===== src/rtl/foodfight_adc_ctrl.sv =====
// FoodFight multiplexed 8-bit ADC emulation: CPU-started sample/hold + fixed-length conversion.
// Optional `define FOODFIGHT_ADC_AUTOSCAN_EN adds background round-robin scanning into a cache.
module foodfight_adc_ctrl #(
  parameter int unsigned CONV_CYCLES = 96
) (
  input  logic       MCLK,
  input  logic       RESET,
  input  logic       START,
  input  logic [1:0] CHSEL,
  input  logic [7:0] AX0,
  input  logic [7:0] AY0,
  input  logic [7:0] AX1,
  input  logic [7:0] AY1,
  output logic [7:0] DOUT,
  output logic       BUSY,
  output logic       EOC
);

  typedef enum logic [1:0] {S_IDLE, S_SAMPLE, S_CONVERT} state_e;
  typedef enum logic {OWN_CPU, OWN_SCAN} owner_e;

  state_e     state_q, state_d;
  owner_e     owner_q, owner_d;
  logic [1:0] cur_ch_q, cur_ch_d;
  logic [7:0] hold_q, hold_d;
  logic [7:0] cnt_q, cnt_d;
  logic [7:0] dout_q, dout_d;
  logic       busy_q, busy_d;
  logic       eoc_q, eoc_d;
  logic [7:0] ch_val;
  logic       done;

`ifdef FOODFIGHT_ADC_AUTOSCAN_EN
  logic [1:0] scan_ch_q, scan_ch_d;
  logic [7:0] cache_q [4];
  logic [7:0] cache_d [4];
`endif

  assign done = (state_q == S_CONVERT) && (cnt_q == '0);

  always_comb begin
    case (cur_ch_q)
      2'd0:    ch_val = AX0;
      2'd1:    ch_val = AY0;
      2'd2:    ch_val = AX1;
      default: ch_val = AY1;
    endcase
  end

  always_ff @(posedge MCLK) begin
    if (RESET) state_q <= S_IDLE;
    else       state_q <= state_d;
  end

  // A START always restarts at SAMPLE, including on the completion edge.
  always_comb begin
    state_d = state_q;
    if (START) begin
      state_d = S_SAMPLE;
    end else begin
      case (state_q)
        S_IDLE: begin
`ifdef FOODFIGHT_ADC_AUTOSCAN_EN
          state_d = S_SAMPLE;
`endif
        end
        S_SAMPLE:  state_d = S_CONVERT;
        S_CONVERT: if (done) state_d = S_IDLE;
        default:   state_d = S_IDLE;
      endcase
    end
  end

  always_comb begin
    owner_d  = owner_q;
    cur_ch_d = cur_ch_q;
    hold_d   = hold_q;
    cnt_d    = cnt_q;
    dout_d   = dout_q;
    busy_d   = busy_q;
    eoc_d    = 1'b0;
`ifdef FOODFIGHT_ADC_AUTOSCAN_EN
    scan_ch_d = scan_ch_q;
    cache_d   = cache_q;
`endif
    if (START) begin
      cur_ch_d = CHSEL;
      owner_d  = OWN_CPU;
      busy_d   = 1'b1;
    end else begin
      case (state_q)
        S_IDLE: begin
`ifdef FOODFIGHT_ADC_AUTOSCAN_EN
          cur_ch_d = scan_ch_q;
          owner_d  = OWN_SCAN;
`endif
        end
        S_SAMPLE: begin
          hold_d = ch_val;
          cnt_d  = 8'(CONV_CYCLES - 1);
        end
        S_CONVERT: begin
          if (done) begin
            if (owner_q == OWN_CPU) begin
              dout_d = hold_q;
              eoc_d  = 1'b1;
              busy_d = 1'b0;
            end
`ifdef FOODFIGHT_ADC_AUTOSCAN_EN
            cache_d[cur_ch_q] = hold_q;
            if (owner_q == OWN_SCAN) scan_ch_d = scan_ch_q + 2'd1;
`endif
          end else begin
            cnt_d = cnt_q - 8'd1;
          end
        end
        default: ;
      endcase
    end
  end

  always_ff @(posedge MCLK) begin
    if (RESET) begin
      owner_q  <= OWN_CPU;
      cur_ch_q <= '0;
      hold_q   <= 8'h80;
      cnt_q    <= '0;
      dout_q   <= 8'h80;
      busy_q   <= 1'b0;
      eoc_q    <= 1'b0;
`ifdef FOODFIGHT_ADC_AUTOSCAN_EN
      scan_ch_q <= '0;
      cache_q   <= '{4{8'h80}};
`endif
    end else begin
      owner_q  <= owner_d;
      cur_ch_q <= cur_ch_d;
      hold_q   <= hold_d;
      cnt_q    <= cnt_d;
      dout_q   <= dout_d;
      busy_q   <= busy_d;
      eoc_q    <= eoc_d;
`ifdef FOODFIGHT_ADC_AUTOSCAN_EN
      scan_ch_q <= scan_ch_d;
      cache_q   <= cache_d;
`endif
    end
  end

  assign DOUT = dout_q;
  assign BUSY = busy_q;
  assign EOC  = eoc_q;

endmodule


===== config.mk =====
export PLATFORM = sky130hd
export DESIGN_NAME = foodfight_adc_ctrl
export DESIGN_NICKNAME = d
export VERILOG_FILES = /design/src/rtl/foodfight_adc_ctrl.sv
export SDC_FILE = /design/constraint.sdc
export NUM_CORES = 1
export LEC_CHECK = 0
export ABC_CLOCK_PERIOD_IN_PS = 1740
export BUFFER_PORTS_ARGS = -buffer_cell sky130_fd_sc_hd__buf_2
export CAP_MARGIN = 25
export CORE_MARGIN = 2
export CORE_UTILIZATION = 45
export CTS_CLUSTER_SIZE = 25
export DETAILED_ROUTE_END_ITERATION = 16
export PLACE_DENSITY_LB_ADDON = 0.1
export SETUP_SLACK_MARGIN = 0.3
export SLEW_MARGIN = 20
export SYNTH_ARGS = -nofsm -noshare
export SYNTH_HDL_FRONTEND = slang
export SYNTH_SLANG_ARGS = --single-unit

===== constraint.sdc =====
create_clock -name MCLK -period 1.74 [get_ports MCLK]
set_input_delay 0.348 -clock MCLK [delete_from_list [all_inputs] [get_ports MCLK]]
set_output_delay 0.348 -clock MCLK [all_outputs]
set_load 0.01 [all_outputs]

==> results.ini <==
[yosys]
ys_seq_elements=30
seq_area_frac_synth=0.4188
syn-num-nets=187
synth.top_cell.area_share=0.4188
syn_area_um2=1434
synthTopCellsByArea=dfxtp_1 (42%), mux4_2 (13%), mux2i_1 (8.4%), nand2_1 (5.2%), nor2_1 (4.7%)
synth_edf_count=0
synth_ff_type=dfxtp_1
synth_warnings=0
ys_types=32
async_reset_ff_frac=0
syn_area_per_cell_um2=9.688
synth_top_area_cell=dfxtp_1
synthCells=148

[global_route]
grt_overflow=0
grt.total_usage=0.2125
antenna_found_initial=0
grt_max_degree=33
grt_pass1_vias=1295
grt_pass1_wl_mm=5.671

[detailed_routing]
drc=0
wl_per_cell_um=14.19
via_per_inst=5.266
drtPass1Iterations=4
wl_mm=3.577
dr.first_iter.drc_count=32
vias=1327
drtAntennaViolNets=0

[power_and_ir_drop]
peakVddDrop_mv=0.5816
p_leak_uw=0.0008946
power.total_uw=1412
powerDensity_nw_per_um2=725.4

[finish]
drive_above_1_share=0.4519
seqCellArea_um2=609.3
multiInputGateArea_um2=842.1
syn_to_final_growth_pct=35.78
antenna_cells=0
n_fill_cell=285
finalNetCount=246
final_core_util=0.6377

[worst_setup_path]
crit_path_end_kind=register
crit_required_ps=1930
slowest_delay_ps=550
cp_max_fo=2
reg2reg_depth=4
path_cells=or4b_4, a2111oi_4, xnor2_1, a21oi_1
start_kind=register
slowest_stage=or4b_4
critPathKind=reg -> reg
cp.arrival_ps=1670

[run]
maxCapViolCount=0

[floorplanning]
die_area_um2=3654
start_util=0.4697
pin_count=47
die_x_um=60.45
die_h_um=60.45
core.rowCount=20
core_um2=3053

[clocking]
numCtsBuffers=5
insertion_delay_ps=320
cts.clk_slew.worst_paths_ps=90
htreeDepth=2
cts_root_buf=clkbuf_4
clkSinkCount=30
cts_tree=built
cts_max_path_buffers=2

[placement]
routabilityCongestion=0.7914
io_buffers=46
pre_cts_slack_ps=75.75
dp_hpwl_mm=2.562

[timing]
setup_viol=0
skew_ps=4.855
hold_viol_final=0
period_needed_ps=1478
min_period_over_period=0.8497
setup_tns_ps=0
clock.fmax_mhz=676.4
layout_setup_ws_ps=261.6
max-slew-margin-rel=0.6257
rsz0062_at_grt=yes
max_slew.worst_pin.slew_ps=561.4
slew_violations=0

[worst_hold_path]
hold_path_depth=3
hp-class=in -> reg

[run_status]
status=completed

-- stage by stage --
stage          hold slack, ps  cells  instance area, µm²
2_1_floorplan           435.7    148                1471
3_3_place_gp            442.3    238                1769
3_5_place_dp            449.6    238                1769
4_1_cts                 256.4    249                1892
5_1_grt                 262.5    252                1947
6_report                271.2    252                1947
-- power breakdown --
| part | switching [µW] | internal (µW) | leakage, µW |
|---|---|---|---|
| Sequential | 25.0 | 710 | 0.000246 |
| Clock | 232 | 196 | 0.0000353 |
| Combinational | 115 | 134 | 0.000613 |
-- final timing paths --
kind / startpoint / endpoint / slack, ps
worst min register to register: hold_q[0] / hold_q[0] / 460
worst max-delay path: cnt_q[2] / cnt_q[4] / 260
worst min-delay path: CHSEL[1] / cur_ch_q[1] / 270
worst max register to register: cnt_q[2] / cnt_q[4] / 260
-- layout make-up --
class,count,area share
inverter,7,0.01350
clock inverter,1,0.002571
clock buffer,7,0.02828
timing repair buffer,61,0.1819
multi-input combinational,102,0.4325
tap,44,0.02828
sequential,30,0.3130
-- repair_timing --
item                                   in CTS  in global routing
pin swaps                                   2                  5
setup endpoints to repair                  14                 15
buffers inserted                            3                  3
hold buffers                                0                  0
endpoints found under the hold margin       0                  0
resized for setup                          14                  6
-- critical path: cells and delay by family, from the launching register on --
kind	cells	cell delay (ps)
AND/OR/NAND/NOR	1	550
XOR/XNOR	1	160
flip-flops	1	350
AO/OA/AOI/OAI	2	290
-- placed cells by master (no fill, tap or decap), drive strengths merged, types with 3 or more instances in the layout --
cell / netlist / layout
a21oi: 10 / 10
buf: 3 / 61
clkbuf: 6 / 7
dfxtp: 30 / 30
inv: 7 / 7
mux2i: 12 / 12
mux4: 8 / 8
nand2: 20 / 20
nand3b: 3 / 3
nor2: 18 / 18
nor3: 6 / 6
-- registers in the layout, summed over array words and instances (netlist names) --
signal,count
BUSY,1
cnt_q,8
hold_q,8
state_q,2
cur_ch_q,2
EOC,1
DOUT,8
-- synthesized netlist by cell type (all sizes together) (2+ instances only) --
cell	number
a21oi	10
a31oi	2
buf	3
clkbuf	6
dfxtp	30
ha	2
inv	7
mux2i	12
mux4	8
nand2	20
nand3	2
nand3b	3
nor2	18
nor2b	2
nor3	6
nor3b	2
nor4b	2
-- metal layers --
layer / global-route usage / wire (µm) / vias to the layer above
li1: - / - / 640
met1: 0.2457 / 1368 / 637
met2: 0.3634 / 1963 / 42
met3: 0.08316 / 195 / 8
met4: 0.06832 / 49 / 0
met5: 0 / 0 / -
-- cells by family after synthesis --
kind of cell | Yosys count | share of synthesized area
flip-flops | 30 | 0.4189
AO/OA/AOI/OAI | 19 | 0.09687
AND/OR/NAND/NOR | 60 | 0.2033
buffers and inverters | 16 | 0.04799
multiplexers | 20 | 0.2094
adder cells (fa/ha/maj) | 2 | 0.01745
XOR/XNOR | 1 | 0.006109
Power figures use the tool's default switching activity.
